<file path="src/rtl/mouse_pkg.sv">
// Shared definitions for the mouse packet path: packet field widths, default
// screen size and the left-button state encoding.
package mouse_pkg;

    localparam int unsigned DELTA_W      = 9;
    localparam int unsigned BTN_W        = 3;
    localparam int unsigned DEF_SCREEN_W = 160;
    localparam int unsigned DEF_SCREEN_H = 120;
    // Wide enough for any on-screen position plus or minus a full-scale delta
    localparam int unsigned CALC_W       = 11;

    localparam int unsigned BTN_LEFT  = 0;
    localparam int unsigned BTN_RIGHT = 1;

    typedef enum logic [1:0] {
        ST_IDLE     = 2'd0,
        ST_PRESSED  = 2'd1,
        ST_DRAGGING = 2'd2
    } left_state_t;

endpackage

</file>
<file path="src/rtl/cursor_axis_clamp.sv">
// One cursor axis: sensitivity scaling of a raw delta, plus the add/subtract
// and saturation that produce the next on-screen coordinate.
module cursor_axis_clamp
    import mouse_pkg::*;
#(
    parameter int unsigned EXTENT = DEF_SCREEN_W,
    parameter int unsigned WIDTH  = 8,
    parameter int unsigned SHIFT  = 0,
    parameter bit          INVERT = 1'b0
) (
    input  logic signed [DELTA_W-1:0] i_delta,
    output logic signed [DELTA_W-1:0] o_scaled,
    input  logic        [WIDTH-1:0]   i_pos,
    input  logic signed [DELTA_W-1:0] i_sdelta,
    output logic        [WIDTH-1:0]   o_next
);

    localparam logic signed [CALC_W-1:0] MAX_POS = CALC_W'(EXTENT - 1);

    logic        [DELTA_W:0]  w_mag;
    logic        [DELTA_W:0]  w_mag_sh;
    logic signed [CALC_W-1:0] w_pos_ext;
    logic signed [CALC_W-1:0] w_d_ext;
    logic signed [CALC_W-1:0] w_sum;

    // Shift the magnitude so negative deltas truncate toward zero, not -inf
    always_comb begin
        w_mag    = i_delta[DELTA_W-1] ? -{i_delta[DELTA_W-1], i_delta}
                                      : {1'b0, i_delta};
        w_mag_sh = w_mag >> SHIFT;
        o_scaled = i_delta[DELTA_W-1] ? DELTA_W'(-w_mag_sh) : DELTA_W'(w_mag_sh);
    end

    always_comb begin
        w_pos_ext = signed'({{(CALC_W-WIDTH){1'b0}}, i_pos});
        w_d_ext   = signed'({{(CALC_W-DELTA_W){i_sdelta[DELTA_W-1]}}, i_sdelta});
        w_sum     = INVERT ? (w_pos_ext - w_d_ext) : (w_pos_ext + w_d_ext);
        if (w_sum < 0)
            o_next = '0;
        else if (w_sum > MAX_POS)
            o_next = WIDTH'(EXTENT - 1);
        else
            o_next = w_sum[WIDTH-1:0];
    end

endmodule

</file>
<file path="src/rtl/mouse_cursor_tracker.sv">
// Integrates decoded PS/2 mouse packets into a clamped cursor position and
// derives click / drag events from the left button (2-cycle pipeline).
module mouse_cursor_tracker
    import mouse_pkg::*;
#(
    parameter int unsigned SCREEN_W = DEF_SCREEN_W,
    parameter int unsigned SCREEN_H = DEF_SCREEN_H,
    parameter int unsigned X_W      = 8,
    parameter int unsigned Y_W      = 7,
    parameter int unsigned INIT_X   = 80,
    parameter int unsigned INIT_Y   = 60,
    parameter int unsigned SHIFT    = 0
) (
    input  logic               clk,
    input  logic               rst,
    input  logic [DELTA_W-1:0] delta_x,
    input  logic [DELTA_W-1:0] delta_y,
    input  logic [BTN_W-1:0]   buttons,
    input  logic               packet_ready,
    output logic [X_W-1:0]     cursor_x,
    output logic [Y_W-1:0]     cursor_y,
    output logic               cursor_update,
    output logic [BTN_W-1:0]   buttons_q,
    output logic               left_click,
    output logic               right_click,
    output logic               drag_active,
    output logic               drag_done,
    output logic [X_W-1:0]     anchor_x,
    output logic [Y_W-1:0]     anchor_y
);

    logic signed [DELTA_W-1:0] w_sdx_raw;
    logic signed [DELTA_W-1:0] w_sdy_raw;
    logic signed [DELTA_W-1:0] r_sdx;
    logic signed [DELTA_W-1:0] r_sdy;
    logic        [BTN_W-1:0]   r_btn;
    logic                      r_s1_valid;
    logic        [X_W-1:0]     w_nx;
    logic        [Y_W-1:0]     w_ny;
    left_state_t               r_state;
    left_state_t               w_state_nxt;
    logic                      w_moved;
    logic                      w_left_click_nxt;
    logic                      w_drag_done_nxt;
    logic                      w_anchor_load;

    cursor_axis_clamp #(
        .EXTENT (SCREEN_W),
        .WIDTH  (X_W),
        .SHIFT  (SHIFT),
        .INVERT (1'b0)
    ) u_clamp_x (
        .i_delta  (delta_x),
        .o_scaled (w_sdx_raw),
        .i_pos    (cursor_x),
        .i_sdelta (r_sdx),
        .o_next   (w_nx)
    );

    // PS/2 y is positive-up, screen y grows downward
    cursor_axis_clamp #(
        .EXTENT (SCREEN_H),
        .WIDTH  (Y_W),
        .SHIFT  (SHIFT),
        .INVERT (1'b1)
    ) u_clamp_y (
        .i_delta  (delta_y),
        .o_scaled (w_sdy_raw),
        .i_pos    (cursor_y),
        .i_sdelta (r_sdy),
        .o_next   (w_ny)
    );

    always_ff @(posedge clk) begin
        if (rst) begin
            r_s1_valid <= 1'b0;
            r_sdx      <= '0;
            r_sdy      <= '0;
            r_btn      <= '0;
        end else begin
            r_s1_valid <= packet_ready;
            if (packet_ready) begin
                r_sdx <= w_sdx_raw;
                r_sdy <= w_sdy_raw;
                r_btn <= buttons;
            end
        end
    end

    assign w_moved = (r_sdx != '0) || (r_sdy != '0);

    always_ff @(posedge clk) begin
        if (rst)
            r_state <= ST_IDLE;
        else
            r_state <= w_state_nxt;
    end

    always_comb begin
        w_state_nxt      = r_state;
        w_left_click_nxt = 1'b0;
        w_drag_done_nxt  = 1'b0;
        w_anchor_load    = 1'b0;
        if (r_s1_valid) begin
            case (r_state)
                ST_IDLE: begin
                    if (r_btn[BTN_LEFT]) begin
                        w_anchor_load = 1'b1;
                        w_state_nxt   = w_moved ? ST_DRAGGING : ST_PRESSED;
                    end
                end
                ST_PRESSED: begin
                    if (!r_btn[BTN_LEFT]) begin
                        w_state_nxt      = ST_IDLE;
                        w_left_click_nxt = 1'b1;
                    end else if (w_moved) begin
                        w_state_nxt = ST_DRAGGING;
                    end
                end
                ST_DRAGGING: begin
                    if (!r_btn[BTN_LEFT]) begin
                        w_state_nxt     = ST_IDLE;
                        w_drag_done_nxt = 1'b1;
                    end
                end
                default: w_state_nxt = ST_IDLE;
            endcase
        end
    end

    always_ff @(posedge clk) begin
        if (rst) begin
            cursor_x      <= X_W'(INIT_X);
            cursor_y      <= Y_W'(INIT_Y);
            buttons_q     <= '0;
            cursor_update <= 1'b0;
            left_click    <= 1'b0;
            right_click   <= 1'b0;
            drag_done     <= 1'b0;
            drag_active   <= 1'b0;
            anchor_x      <= '0;
            anchor_y      <= '0;
        end else begin
            cursor_update <= r_s1_valid;
            left_click    <= w_left_click_nxt;
            drag_done     <= w_drag_done_nxt;
            drag_active   <= (w_state_nxt == ST_DRAGGING);
            right_click   <= r_s1_valid && r_btn[BTN_RIGHT] && !buttons_q[BTN_RIGHT];
            if (r_s1_valid) begin
                cursor_x  <= w_nx;
                cursor_y  <= w_ny;
                buttons_q <= r_btn;
            end
            if (w_anchor_load) begin
                anchor_x <= cursor_x;
                anchor_y <= cursor_y;
            end
        end
    end

endmodule

</file>
<file path="config.mk">
export PLATFORM = sky130hd
export DESIGN_NAME = mouse_cursor_tracker
export DESIGN_NICKNAME = d
export VERILOG_FILES = /design/src/rtl/mouse_pkg.sv /design/src/rtl/cursor_axis_clamp.sv /design/src/rtl/mouse_cursor_tracker.sv
export SDC_FILE = /design/constraint.sdc
export NUM_CORES = 1
export LEC_CHECK = 0
export ABC_AREA = 1
export BUFFER_PORTS_ARGS = -buffer_cell sky130_fd_sc_hd__buf_2
export CAP_MARGIN = 20
export CORE_ASPECT_RATIO = 0.7
export CORE_MARGIN = 3
export CORE_UTILIZATION = 50
export DETAILED_ROUTE_END_ITERATION = 10
export HOLD_SLACK_MARGIN = 0.08
export PLACE_DENSITY = 0.72
export REMOVE_ABC_BUFFERS = 1
export SETUP_SLACK_MARGIN = 0.02
export SYNTH_ARGS = -nofsm -noshare
export SYNTH_HDL_FRONTEND = slang
export SYNTH_SLANG_ARGS = --single-unit
export TNS_END_PERCENT = 1
</file>
<file path="constraint.sdc">
create_clock -name clk -period 3.18 [get_ports clk]
set_clock_uncertainty 0.05 [all_clocks]
set_input_delay 0.636 -clock clk [delete_from_list [all_inputs] [get_ports clk]]
set_output_delay 0.636 -clock clk [all_outputs]
set_load 0.01 [all_outputs]
</file>
[After elaboration in Yosys (flattened, before gate mapping)]
Index checks and enable logic that the tools add are counted.
Widths: inputs -> output; s select.
Cells by class
  $add $sub $neg: 6
  order comparisons: 4
  reduce and logical (&&, ||, !) cells: 9
  mux-type cells: 19
  bitwise operators: 3
  eq/ne operators: 3
Operators by type and width (number)
  $mux 9: 4
  $neg 9->9: 4
  $lt 10x1->1 const B: 2
  $reduce_bool 9->1: 2
  $mux 8: 2
  $mux 7: 2
  $mux 2: 6
  $add 9x9->10: 1
  $gt 10x8->1 const B: 1
  $gt 10x9->1 const B: 1
  $sub 8x9->10: 1
  $pmux 2 s3: 1
  $reduce_or 3->1: 2
  $eq 2x2->1 const B: 2
  $mux 1: 4
  $not 1->1: 3
  $eq 2x1->1 const B: 1
  $logic_and 1x1->1: 2
  $logic_not 2->1: 1
  $logic_not 1->1: 1
  $logic_or 1x1->1: 1
Word-level totals
  input bits: 24
  logic and storage cells: 59
  output and inout bits: 38
  register bits after elaboration: 62

[Logic depth before layout (Yosys ltp)]
Gate-level depths: netlist of the first run.
  depth after elaboration: 7
  depth in mapped cells: 15

[Cells and area by module]
From an unflattened synthesis of the first run, not the netlist that was laid out.
Second synthesis, totals
  cells, all modules: 626
  area total of the unflattened synthesis: 4131.5 um2
By module, submodules not included
  mouse_cursor_tracker: cells each 264, area each 2197.1 um2, seq. area each 1241.2 um2, times used 1
  cursor_axis_clamp (u_clamp_x): cells each 184, area each 1001.0 um2, seq. area each 0.0 um2, times used 1
  cursor_axis_clamp (u_clamp_y): cells each 178, area each 933.4 um2, seq. area each 0.0 um2, times used 1

[Worst setup path before layout of the first run]
Ideal clock, no wire load.
  kind: register -> register
  start: register cursor_y[0]
  end: register cursor_y[2]
  data arrival time: 1.816 ns
  period minus slack after synthesis: 1.983 ns
  required time: 3.014 ns
  slack: 1.197 ns
  cell stages (with the launch flop): 15
  library setup time: 0.116 ns
  path through: dfxtp_1 inv_1 ha_1 inv_1 fa_1 nand2_2 nand2_2 nand2_1 nand2_1 nand2_1 nand3_1 nor2_4 nand2_2 o21ai_1 nand2_1
Between the ends
  longest elaborated chain between the ends: 4
  elaborated cells between the ends (all ways): 5
  classes of those cells: add/sub: 1; order compare: 2; mux: 2
RTL lines
  start, declared: line mouse_cursor_tracker.sv:21  | output logic [Y_W-1:0] cursor_y,
  start signal, assigned: line mouse_cursor_tracker.sv:134  | cursor_y <= Y_W'(INIT_Y);
  start signal, assigned: line mouse_cursor_tracker.sv:151  | cursor_y <= w_ny;
  $sub 8x9->10 *: line cursor_axis_clamp.sv:37  | w_sum = INVERT ? (w_pos_ext - w_d_ext) : (w_pos_ext + w_d_ext);
  $gt 10x8->1: line cursor_axis_clamp.sv:40  | else if (w_sum > MAX_POS)
  $mux 7: line cursor_axis_clamp.sv:40
  $mux 7 *: line cursor_axis_clamp.sv:38  | if (w_sum < 0)
Mark *: on every way between the ends. The rest lies on a longest branch, timed or not.
A chain may end at the register's enable or synchronous reset.

[Worst setup path after layout of the first run]
Same ends and word-level chain as after synthesis.

==> flow_metrics.env, run 1 <==
export IMPL_max_vdd_ir_drop_v=0.0002714
export IMPL_postSynth_topFlopCell="sky130_fd_sc_hd__dfxtp_1"
export IMPL_cp_cell_sequence="inv_1, ha_1, inv_1, fa_1, nand2_2, nand2_2, nand2_1, nand2_1, nand2_1, nand3_1, nor2_4, nand2_2, o21ai_1, nand2_1"
export IMPL_post_route_cell_area_sq_um=4526
export IMPL_critical_path_startpoint_type="flop"
export IMPL_cts_tree="done"
export IMPL_detailedRoute_firstPassIterationCount=7
export IMPL_postSynthCellCount=604
export IMPL_comb_power_share_pct=26.0
export IMPL_io_buffer_count=61
export IMPL_cpMostUsedCell="sky130_fd_sc_hd__nand2_1"
export IMPL_std_cell_rows=26
export IMPL_synth_compound_area_share_pct=13.30
export IMPL_top_signal_layer_used="met4"
export IMPL_wl_met2_um=3879
export IMPL_wire_per_inst_um=12.48
export IMPL_detailroute_via_count=3907
export IMPL_synthesis_area_per_instance_sq_um=6.509
export IMPL_setup_tns_ps=0
export IMPL_synthSimpleGateAreaFrac_pct=35.04
export IMPL_powerDensity_nw_per_um2=491.1
export IMPL_first_global_vias=3432
export IMPL_cts_setup_buffers=0
export IMPL_adder_cell_share_of_the_synthesized_area_pct=6.429
export IMPL_sw_frac_of_total_pct=31.97
export IMPL_avgViaCountPerCell=5.121
export IMPL_cts_buffers=9
export IMPL_worst_endpoint_required_time_ps=3360
export IMPL_clock_insertion_delay_worst_skew_ps=340
export IMPL_number_of_remaining_drc_errors=0
export IMPL_grt_pass1_wl_um=16060
export IMPL_synth_seq_area_share_pct=31.57
export IMPL_pin_count=62
export IMPL_hold_path_class="flop to flop"
export IMPL_setup_viol_count_final=0
export IMPL_share_of_the_synthesized_netlist_area_taken_by_xor_and_xnor_gates_pct=3.278
export IMPL_critical_path_slowest_cell="sky130_fd_sc_hd__fa_1"
export IMPL_worst_ep_arrival_time_ps=2370
export IMPL_cts_hold_fix_buffers=0
export IMPL_timing_max_cap_violations=0
export IMPL_crit_path_max_fanout=5
export IMPL_count_of_clock_tree_sinks=62
export IMPL_fp_coreArea_sq_um=7450
export IMPL_endpoint_type_of_the_worst_setup_path="flop"
export IMPL_clk_pin_slew_ps=70
export IMPL_grt_overflow_total=0
export IMPL_place_area_sq_um=4304
export IMPL_power_share_clock_pct=34.9
export IMPL_power_static_leakage_nw=2.357
export IMPL_relative_max_transition_margin_pct=61.12
export IMPL_synth_top_family_by_area="simple AND/OR/NAND/NOR gates"
export IMPL_grt_max_degree=25
export IMPL_detailedPlacementHpwl_um=7399
export IMPL_die_area_sq_um=8979
export IMPL_layout_drive_gt1_share_pct=18.80
export IMPL_initial_core_util_pct=52.77
export IMPL_fin_ws_ps=993.6
export IMPL_finalHoldWorstSlack_ps=393.8
export IMPL_number_of_buffers_and_inverters_on_the_critical_path=2
export IMPL_antenna_left=0
export IMPL_die_height_um=80.19
export IMPL_ctsRootBufferMaster="sky130_fd_sc_hd__clkbuf_8"
export IMPL_syn_to_final_growth_pct=15.12
export IMPL_synth_yosys_warnings=0
export IMPL_grt_antenna_before_repair=0
export IMPL_async_flop_share_pct=0
export IMPL_rsz0062_at_grt="no"
export IMPL_period_minus_slack_ps=2186
export IMPL_insertedDiodeCount=0
export IMPL_post_route_period_util_pct=68.75
export IMPL_preCtsSetupSlack_ps=917.0
export IMPL_drt_iter0_markers=284
export IMPL_route_layer_met1_wl_um=4821
export IMPL_cpLargestDelayFamily="simple AND/OR/NAND/NOR gates"
export IMPL_run_status="finished clean"
export IMPL_design_final_nets=704
export IMPL_p_switching_mw=0.7107
export IMPL_maxClockFrequency_mhz=457.4
export IMPL_cts_max_path_buffers=2
export IMPL_hold_violations=0
export IMPL_criticalPathCategory="flop to flop"
export IMPL_post_cts_resize_count=0
export IMPL_synth_mux_area_fraction_pct=0
export IMPL_post_synth_edffs=0
export IMPL_power_share_sequential_pct=39.1
export IMPL_worst_path_largest_cell_delay_ps=440
export IMPL_timing_max_transition_violations_final=0
export IMPL_power_report_internal_total_mw=1.512
export IMPL_count_of_different_cell_masters_after_synthesis=40
export IMPL_worst_pin_slew_ps=582.5
export IMPL_totalWireLength_um=9521
export IMPL_wire_length_on_met3_um=723
export IMPL_grt_total_usage_pct=22.00
export IMPL_cts_htree_levels=3
export IMPL_syn_cell_area_sq_um=3931
export IMPL_postSynthRegisterBits=62
export IMPL_fp_dieW_um=112.0
export IMPL_finalWeightedCongestion=0.9056
==> cell usage in the layout (no fill, tap or decap), types with 2 or more instances in the layout <==
cell,netlist,layout
sky130_fd_sc_hd__inv_1,73,73
sky130_fd_sc_hd__nand3_1,46,46
sky130_fd_sc_hd__fa_1,2,2
sky130_fd_sc_hd__clkinv_2,0,2
sky130_fd_sc_hd__nor2_4,4,4
sky130_fd_sc_hd__bufinv_16,0,2
sky130_fd_sc_hd__xnor2_1,3,3
sky130_fd_sc_hd__buf_2,5,61
sky130_fd_sc_hd__inv_2,17,17
sky130_fd_sc_hd__clkbuf_8,0,11
sky130_fd_sc_hd__xor2_1,8,8
sky130_fd_sc_hd__nor3_1,7,7
sky130_fd_sc_hd__o21ai_1,14,14
sky130_fd_sc_hd__nor2_1,64,64
sky130_fd_sc_hd__xor2_2,2,2
sky130_fd_sc_hd__nand3_2,3,3
sky130_fd_sc_hd__a21oi_2,3,3
sky130_fd_sc_hd__o21ai_0,29,29
sky130_fd_sc_hd__buf_4,0,2
sky130_fd_sc_hd__nand2_1,150,150
sky130_fd_sc_hd__a21oi_1,39,39
sky130_fd_sc_hd__nand4_1,12,12
sky130_fd_sc_hd__dfxtp_1,62,62
sky130_fd_sc_hd__ha_1,17,17
sky130_fd_sc_hd__nor2_2,3,3
sky130_fd_sc_hd__nand3b_1,3,3
sky130_fd_sc_hd__nand2_2,10,10
==> layout make-up <==
class / count / area (sq um)
clock buffer: 11 / 151.4
tap: 98 / 122.6
timing repair buffer: 63 / 320.3
clock inverter: 4 / 70.07
multi-input combinational: 435 / 2282
sequential: 62 / 1241
fill: 709 / 2924
inverter: 90 / 337.8
==> Yosys cell counts (all sizes together) (3+ instances only) <==
library cell  number  area share [%]
nor3               7            0.89
buf                5            0.64
nand3b             3            0.57
clkbuf            12             1.1
xor2              10             2.6
nand2            160              16
nor2              71             7.7
ha                17             5.4
nand4             12             1.9
dfxtp             62              32
nand3             50             7.1
o21ai             43             5.5
xnor2              3            0.67
inv               90             8.6
a21oi             43             6.0
==> power by group through the flow <==
stage	clock network, mW	registers, mW	logic, mW
after floorplan	0	0.884	0.417
after global placement	0	0.883	0.561
after detailed placement	0	0.886	0.573
after CTS	0.790	0.868	0.576
after global routing	0.821	0.875	0.660
final	0.775	0.869	0.579
==> sequential cells by signal, indices dropped and copies added, names as in the netlist, 2 cells and up <==
name       count
anchor_y       7
anchor_x       8
r_sdy          9
r_sdx          9
cursor_x       8
buttons_q      3
r_btn          3
r_state        2
cursor_y       7
==> worst paths after layout <==
check | from | end | slack, ps | depth (start not counted)
setup / recovery | cursor_y[0] | cursor_y[2] | 990 | 14
setup reg to reg | cursor_y[0] | cursor_y[2] | 990 | 14
hold / removal | buttons_q[1] | right_click | 390 | 1
hold reg to reg | buttons_q[1] | right_click | 390 | 1
==> routing by layer <==
layer  global-route usage, %  up-vias
li1                        -     2042
met1                   31.37     1725
met2                   33.31      130
met3                   5.045       10
met4                   6.122        0
met5                       0        -
==> per-stage QoR <==
step                power, mW  util (%)  std cells
floorplan               1.301         -        587
global placement        1.444     57.78        748
detailed placement      1.459     57.78        748
CTS                     2.234     60.75        763
global route            2.356     60.75        763
finish                  2.223     60.75        763
==> cells by family (layout without fill, tap and decap cells) <==
kind of cell / after synthesis / in the layout
xor+xnor: 13 / 13
compound gates: 95 / 95
fa+ha+maj: 19 / 19
simple gates: 308 / 308
buf+inv: 107 / 168
flops: 62 / 62
Note: power is estimated with default switching activity, not from simulation.
==> run 2, diff against run 1 <==
--- a/config.mk
+++ b/config.mk
@@ -13,7 +13,7 @@
 export CORE_UTILIZATION = 50
 export DETAILED_ROUTE_END_ITERATION = 10
 export HOLD_SLACK_MARGIN = 0.08
-export PLACE_DENSITY = 0.72
+export PLACE_DENSITY = 0.75
 export REMOVE_ABC_BUFFERS = 1
 export SETUP_SLACK_MARGIN = 0.02
 export SYNTH_ARGS = -nofsm -noshare
==> constraint.sdc (replaced) <==
create_clock -name clk -period 1.9 [get_ports clk]
set_clock_uncertainty 0.05 [all_clocks]
set_input_delay 0.38 -clock clk [delete_from_list [all_inputs] [get_ports clk]]
set_output_delay 0.38 -clock clk [all_outputs]
set_load 0.01 [all_outputs]
==> run 2 against run 1 <==
Effect of this change:
- the flow now finishes with violations (setup timing)
- final cell count grew 5.8%
- first-iteration DRC count decreased by 22%
- register-to-register slack worse by 1100 ps
- fmax increased by 11%
- count of clock-buffer cells in the layout grew 1
- critical path depth is the same
- cell area rose by 12%
- core utilization rose by 7.4 points
- combinational power rose by 110%
- power is 78% higher
- sequential power grew 68%
- global-route usage is 0.94 points higher
- critical path type unchanged
==> flow_metrics.env, run 2 (synthesized netlist as in run 1, its figures left out) <==
export IMPL_fp_coreArea_sq_um=7450
export IMPL_relative_max_transition_margin_pct=57.39
export IMPL_sw_frac_of_total_pct=32.39
export IMPL_timing_max_cap_violations=0
export IMPL_dpl_cell_count=789
export IMPL_power_share_sequential_pct=36.9
export IMPL_leading_cell_type_in_the_layout_fill_and_taps_excluded="sky130_fd_sc_hd__nand2_1"
export IMPL_drt_iter0_markers=221
export IMPL_violations="setup timing"
export IMPL_setup_viol_count_final=7
export IMPL_power_share_clock_pct=32.1
export IMPL_layout_drive_gt1_share_pct=29.76
export IMPL_powerDensity_nw_per_um2=779.6
export IMPL_grt_total_usage_pct=22.95
export IMPL_preCtsSetupSlack_ps=-214.2
export IMPL_rsz0062_at_grt="yes"
export IMPL_run_status="finished with violations"
export IMPL_comb_power_share_pct=31.0
export IMPL_worst_endpoint_required_time_ps=2070
export IMPL_grt_antenna_before_repair=0
export IMPL_first_global_vias=3695
export IMPL_endpoint_type_of_the_worst_setup_path="flop"
export IMPL_max_vdd_ir_drop_v=0.0004985
export IMPL_largestRegisters="r_sdx: 9 flops, r_sdy: 9 flops"
export IMPL_cts_max_path_buffers=2
export IMPL_antenna_left=0
export IMPL_avgViaCountPerCell=5.098
export IMPL_criticalPathCategory="flop to flop"
export IMPL_ctsRootBufferMaster="sky130_fd_sc_hd__clkbuf_8"
export IMPL_cts_htree_levels=3
export IMPL_clk_pin_slew_ps=60
export IMPL_cts_buffers=9
export IMPL_p_switching_mw=1.281
export IMPL_pin_count=62
export IMPL_critical_path_startpoint_type="flop"
export IMPL_fin_ws_ps=-77.09
export IMPL_finalWeightedCongestion=0.9076
export IMPL_die_height_um=80.19
export IMPL_cts_tree="done"
export IMPL_grt_max_degree=24
export IMPL_layout_common_cells="sky130_fd_sc_hd__nand2_1 (141), sky130_fd_sc_hd__inv_1 (68), sky130_fd_sc_hd__nor2_1 (63)"
export IMPL_filler_cell_count=661
export IMPL_maxClockFrequency_mhz=505.8
export IMPL_power_total_mw=3.956
export IMPL_grt_overflow_total=0
export IMPL_detailedPlacementHpwl_um=7687
export IMPL_totalWireLength_um=10370
export IMPL_period_minus_slack_ps=1977
export IMPL_post_route_period_util_pct=104.1
export IMPL_clock_insertion_delay_worst_skew_ps=350
export IMPL_grt_pass1_wl_um=16750
export IMPL_crit_path_max_fanout=5
export IMPL_detailroute_via_count=4114
export IMPL_wire_per_inst_um=12.85
export IMPL_design_final_nets=747
export IMPL_syn_to_final_growth_pct=29.06
export IMPL_timing_max_transition_violations_final=0
export IMPL_die_area_sq_um=8979
export IMPL_detailedRoute_firstPassIterationCount=5
export IMPL_hold_path_class="input pin to flop"
export IMPL_fp_dieW_um=112.0
export IMPL_std_cell_rows=26
export IMPL_worst_ep_arrival_time_ps=2150
export IMPL_layout_cells_non_filler=807
export IMPL_hold_violations=0
export IMPL_count_of_clock_tree_sinks=62
export IMPL_worst_pin_slew_ps=638.5
export IMPL_insertedDiodeCount=0
export IMPL_io_buffer_count=61
export IMPL_setup_tns_ps=-367.1
export IMPL_power_report_internal_total_mw=2.674
export IMPL_initial_core_util_pct=52.77
export IMPL_number_of_remaining_drc_errors=0
export IMPL_power_static_leakage_nw=2.576
-- run 2: changes by cell type in the layout (fill, tap and decap cells not counted), moves of 4 or more --
cell	change
sky130_fd_sc_hd__buf_4	+43
sky130_fd_sc_hd__ha_1	-13
sky130_fd_sc_hd__ha_4	+12
sky130_fd_sc_hd__nand2_1	-9
sky130_fd_sc_hd__nand2_2	+8
sky130_fd_sc_hd__dfxtp_1	-6
sky130_fd_sc_hd__dfxtp_2	+6
sky130_fd_sc_hd__inv_1	-5
sky130_fd_sc_hd__inv_2	+4
-- run 2: power groups by stage --
stage | combinational, mW | sequential, mW | clock, mW
6_report | 1.23 | 1.46 | 1.27
5_1_grt | 1.36 | 1.47 | 1.35
4_1_cts | 1.14 | 1.45 | 1.29
3_5_place_dp | 1.09 | 1.47 | 0
3_3_place_gp | 1.06 | 1.47 | 0
2_1_floorplan | 0.697 | 1.48 | 0
-- run 2: layout make-up --
cell class / count / area (sq um) / share of cell area (%)
multi-input combinational: 435 / 2504 / 49.35
sequential: 62 / 1249 / 24.61
timing repair buffer: 106 / 643.1 / 12.68
inverter: 90 / 340.3 / 6.708
clock buffer: 12 / 145.1 / 2.861
tap: 98 / 122.6 / 2.417
clock inverter: 4 / 70.07 / 1.381
-- run 2: routing by layer --
layer	vias to the layer above	routed length (um)	GRT usage, %
met1	1834	5159	31.31
met2	123	4469	36.24
met4	0	123	7.203
met3	10	618	5.120
li1	2147	-	-
met5	-	0	0
-- run 2: repair_timing --
item,4_1_cts,5_1_grt
hold buffers,0,0
gates resized for setup,20,28
endpoints found under the setup margin,15,15
buffers inserted,2,0
pin swaps,6,11
-- run 2: critical path, cell delays in order (launching register included) --
cell	delay, ps
sky130_fd_sc_hd__dfxtp_2	320
sky130_fd_sc_hd__inv_2	60
sky130_fd_sc_hd__ha_4	130
sky130_fd_sc_hd__inv_2	40
sky130_fd_sc_hd__fa_2	350
sky130_fd_sc_hd__nand2_2	100
sky130_fd_sc_hd__nand2_2	60
sky130_fd_sc_hd__nand2_2	70
sky130_fd_sc_hd__nand2_2	50
sky130_fd_sc_hd__nand2_2	80
sky130_fd_sc_hd__nand3_2	100
sky130_fd_sc_hd__nor2_4	200
sky130_fd_sc_hd__nand3_1	120
sky130_fd_sc_hd__nand2_1	80
sky130_fd_sc_hd__a21oi_2	50
-- run 2: path summary, 6_finish.rpt --
kind            endpoint  slack (ps)  depth (start not counted)   startpoint
min             r_btn[0]         220                          3   buttons[0]
max reg2reg  cursor_y[1]         -80                         14  cursor_y[0]
min reg2reg     r_btn[2]         410                          2     r_btn[2]
max          cursor_y[1]         -80                         14  cursor_y[0]
-- run 2: stage by stage --
stage / hold slack, ps / instance area [sq um] / util (%)
after floorplan: 380.8 / 3861 / -
after global placement: 385.1 / 4612 / 61.91
after detailed placement: 405.2 / 4612 / 61.91
after CTS: 214.0 / 4925 / 66.11
after global routing: 284.8 / 5074 / 68.11
final: 221.6 / 5074 / 68.11
==> run 3, diff against run 2 <==
--- a/config.mk
+++ b/config.mk
@@ -5,7 +5,6 @@
 export SDC_FILE = /design/constraint.sdc
 export NUM_CORES = 1
 export LEC_CHECK = 0
-export ABC_AREA = 1
 export BUFFER_PORTS_ARGS = -buffer_cell sky130_fd_sc_hd__buf_2
 export CAP_MARGIN = 20
 export CORE_ASPECT_RATIO = 0.7
==> run 3 against run 2 <==
Effect of this change:
- the flow still finishes with violations (setup timing)
- sequential share of layout area is 0.16 points lower
- first-iteration DRC count increased by 35%
- final cell count shrank 15%
- count of clock-buffer cells in the layout shrank 1
- via count decreased by 4.9%
- power down 0.17%
- combinational power is 9% higher
- synthesized area shrank 6.6%
- global-route usage is 3.4 points higher
- worst hold slack got worse by 4.8 ps
- non-clock buffer count is 47 higher
==> flow_metrics.env, run 3 <==
export IMPL_synthSimpleGateAreaFrac_pct=21.84
export IMPL_die_area_sq_um=8425
export IMPL_synth_seq_area_share_pct=33.80
export IMPL_max_vdd_ir_drop_v=0.0004965
export IMPL_p_switching_mw=1.294
export IMPL_finalWeightedCongestion=0.8695
export IMPL_detailedRoute_firstPassIterationCount=5
export IMPL_postSynthRegisterBits=62
export IMPL_criticalPathCategory="flop to flop"
export IMPL_fp_coreArea_sq_um=6944
export IMPL_detailedPlacementHpwl_um=7574
export IMPL_synth_top_family_by_area="simple AND/OR/NAND/NOR gates"
export IMPL_number_of_remaining_drc_errors=0
export IMPL_share_of_the_synthesized_netlist_area_taken_by_xor_and_xnor_gates_pct=6.848
export IMPL_post_route_period_util_pct=117.1
export IMPL_origin_of_the_critical_flop_to_flop_path="cursor_y[1]"
export IMPL_filler_cell_count=509
export IMPL_power_total_mw=3.949
export IMPL_crit_path_max_fanout=3
export IMPL_power_share_clock_pct=29.2
export IMPL_insertedDiodeCount=0
export IMPL_clock_insertion_delay_worst_skew_ps=350
export IMPL_grt_overflow_total=0
export IMPL_detailroute_via_count=3911
export IMPL_synthesis_area_per_instance_sq_um=8.346
export IMPL_postSynth_topFlopCell="sky130_fd_sc_hd__dfxtp_1"
export IMPL_synth_largest_area_cell="sky130_fd_sc_hd__dfxtp_1"
export IMPL_cts_buffers=9
export IMPL_worst_r2r_cell_count=8
export IMPL_pin_count=62
export IMPL_finalHoldWorstSlack_ps=216.8
export IMPL_synth_mux_area_fraction_pct=4.634
export IMPL_comb_power_share_pct=33.9
export IMPL_drt_iter0_markers=298
export IMPL_count_of_clock_tree_sinks=62
export IMPL_layout_drive_gt1_share_pct=37.59
export IMPL_violations="setup timing"
export IMPL_initial_core_util_pct=52.88
export IMPL_power_report_internal_total_mw=2.655
export IMPL_place_area_sq_um=4671
export IMPL_ctsRootBufferMaster="sky130_fd_sc_hd__clkbuf_8"
export IMPL_worst_endpoint_required_time_ps=2090
export IMPL_worst_r2r_endpoint="cursor_y[0]"
export IMPL_cts_max_path_buffers=2
export IMPL_utilization_pct=73.75
export IMPL_fp_dieW_um=108.4
export IMPL_synth_yosys_warnings=0
export IMPL_timing_max_transition_violations_final=0
export IMPL_layout_common_cells="sky130_fd_sc_hd__buf_4 (89), sky130_fd_sc_hd__buf_2 (61), sky130_fd_sc_hd__nand2_1 (57)"
export IMPL_grt_pass1_wl_um=17670
export IMPL_post_synth_top_count_cell="sky130_fd_sc_hd__dfxtp_1"
export IMPL_timing_max_cap_violations=0
export IMPL_async_flop_share_pct=0
export IMPL_grt_antenna_before_repair=0
export IMPL_period_minus_slack_ps=2226
export IMPL_largestRegisters="r_sdx: 9 flops, r_sdy: 9 flops"
export IMPL_endpoint_type_of_the_worst_setup_path="flop"
export IMPL_sw_frac_of_total_pct=32.77
export IMPL_hold_violations=0
export IMPL_reg2reg_slack_ps=-330
export IMPL_powerDensity_nw_per_um2=771.1
export IMPL_avgViaCountPerCell=5.735
export IMPL_critical_path_startpoint_type="flop"
export IMPL_io_buffer_count=61
export IMPL_die_height_um=77.70
export IMPL_hold_path_class="input pin to flop"
export IMPL_fin_ws_ps=-325.7
export IMPL_syn_cell_area_sq_um=3672
export IMPL_synth_compound_area_share_pct=21.33
export IMPL_power_share_sequential_pct=36.9
export IMPL_cts_htree_levels=3
export IMPL_adder_cell_share_of_the_synthesized_area_pct=6.882
export IMPL_antenna_left=0
export IMPL_design_final_nets=627
export IMPL_totalWireLength_um=11390
export IMPL_leading_cell_type_in_the_layout_fill_and_taps_excluded="sky130_fd_sc_hd__buf_4"
export IMPL_syn_to_final_growth_pct=39.45
export IMPL_min_path_cells=3
export IMPL_power_static_leakage_nw=2.224
export IMPL_relative_max_transition_margin_pct=61.62
export IMPL_count_of_different_cell_masters_after_synthesis=67
export IMPL_wire_per_inst_um=16.70
export IMPL_worst_min_delay_path_startpoint="buttons[2]"
export IMPL_setup_viol_count_final=15
export IMPL_cts_hold_fix_buffers=0
export IMPL_std_cell_rows=25
export IMPL_netlist_top_cells_count="sky130_fd_sc_hd__dfxtp_1 (62), sky130_fd_sc_hd__nand2_1 (57), sky130_fd_sc_hd__a21oi_1 (41)"
export IMPL_run_status="finished with violations"
export IMPL_postSynthCellCount=440
export IMPL_post_synth_edffs=0
export IMPL_yosys_area_top_type_share_pct=33.80
export IMPL_worst_pin_slew_ps=575.7
export IMPL_grt_total_usage_pct=26.35
export IMPL_clk_pin_slew_ps=70
export IMPL_first_global_vias=3672
export IMPL_hold_path_end="r_btn[2]"
export IMPL_post_route_cell_area_sq_um=5121
export IMPL_grt_max_degree=26
export IMPL_cts_tree="done"
export IMPL_worst_ep_arrival_time_ps=2410
export IMPL_rsz0062_at_grt="yes"
export IMPL_maxClockFrequency_mhz=449.3
export IMPL_largest_cells_by_area_after_synthesis="sky130_fd_sc_hd__dfxtp_1 (34%), sky130_fd_sc_hd__nand2_1 (5.8%), sky130_fd_sc_hd__ha_1 (5.8%), sky130_fd_sc_hd__a21oi_1 (5.6%), sky130_fd_sc_hd__mux2i_1 (4.6%)"
run 3: cell count changes after synthesis, sizes merged, moves of 6 or more:
| cell | before | now |
|---|---|---|
| o21ai | 43 | 15 |
| a211oi | 0 | 7 |
| nor2b | 0 | 6 |
| nor3b | 1 | 9 |
| nand4 | 12 | 1 |
| xnor2 | 3 | 19 |
| or3 | 0 | 6 |
| nor4 | 1 | 7 |
| nor2 | 71 | 34 |
| mux2i | 0 | 17 |
| nand2 | 160 | 57 |
| a221oi | 1 | 7 |
| nand3 | 50 | 9 |
| inv | 90 | 22 |
run 3: worst max-delay path, stage by stage, from the launching register on:
cell,delay (ps)
sky130_fd_sc_hd__dfxtp_4,370
sky130_fd_sc_hd__ha_4,240
sky130_fd_sc_hd__nor2b_4,140
sky130_fd_sc_hd__o31a_1,270
sky130_fd_sc_hd__o21a_1,210
sky130_fd_sc_hd__or3_4,370
sky130_fd_sc_hd__a41oi_4,240
sky130_fd_sc_hd__buf_6,140
sky130_fd_sc_hd__a31oi_1,70
run 3: how the worst max path moves through the flow:
stage | from | endpoint | cells after the start
5_1_grt | cursor_x[1] | cursor_x[0] | 8
4_1_cts | cursor_y[1] | cursor_y[0] | 8
3_5_place_dp | cursor_y[0] | cursor_y[3] | 10
6_report | cursor_y[1] | cursor_y[0] | 8
2_1_floorplan | cursor_y[0] | cursor_y[3] | 10
3_3_place_gp | cursor_y[0] | cursor_y[3] | 10
run 3: layout make-up:
class,instances,area [sq um],area share (%)
Inverter,23,86.33,1.686
Clock buffer,11,141.4,2.761
Timing Repair Buffer,153,1016,19.84
Tap cell,94,117.6,2.297
Multi-Input combinational cell,335,2460,48.03
Sequential cell,62,1252,24.46
Clock inverter,4,47.55,0.9284
run 3: what timing repair did:
item / CTS / global route
gates cloned: 0 / 0
pin swaps: 18 / 10
gates resized for setup: 29 / 18
setup endpoints to repair: 15 / 17
buffers inserted: 4 / 0
run 3: stage by stage:
step	TNS (ps)	worst slack, ps	std cells
after floorplan	-3158	-419.6	420
after global placement	-4286	-382.5	663
after detailed placement	-5875	-467.4	663
after CTS	-2840	-339.8	682
after global routing	-5035	-413.5	682
final	-3522	-325.7	682
run 3: power groups by stage:
stage	Sequential, mW	Combinational (mW)	Clock [mW]
5_1_grt	1.46	1.43	1.22
6_report	1.46	1.34	1.15
4_1_cts	1.45	1.20	1.16
3_5_place_dp	1.47	1.10	0
2_1_floorplan	1.48	0.571	0
3_3_place_gp	1.47	1.06	0
run 3: cell families (layout without fill, tap and decap cells):
| logic type | count (synthesis) | count (layout) |
|---|---|---|
| adder cells (fa/ha/maj) | 19 | 19 |
| AND/OR/NAND/NOR | 160 | 160 |
| multiplexers | 17 | 17 |
| AO/OA/AOI/OAI | 112 | 112 |
| buffers and inverters | 43 | 191 |
| XOR/XNOR | 27 | 27 |
| flip-flops | 62 | 62 |
run 3: routing by layer:
layer	global-route usage, %	part of all wire, %
met5	0	0
met4	9.962	3.2
met3	6.816	8.3
met2	41.55	45
met1	34.56	43
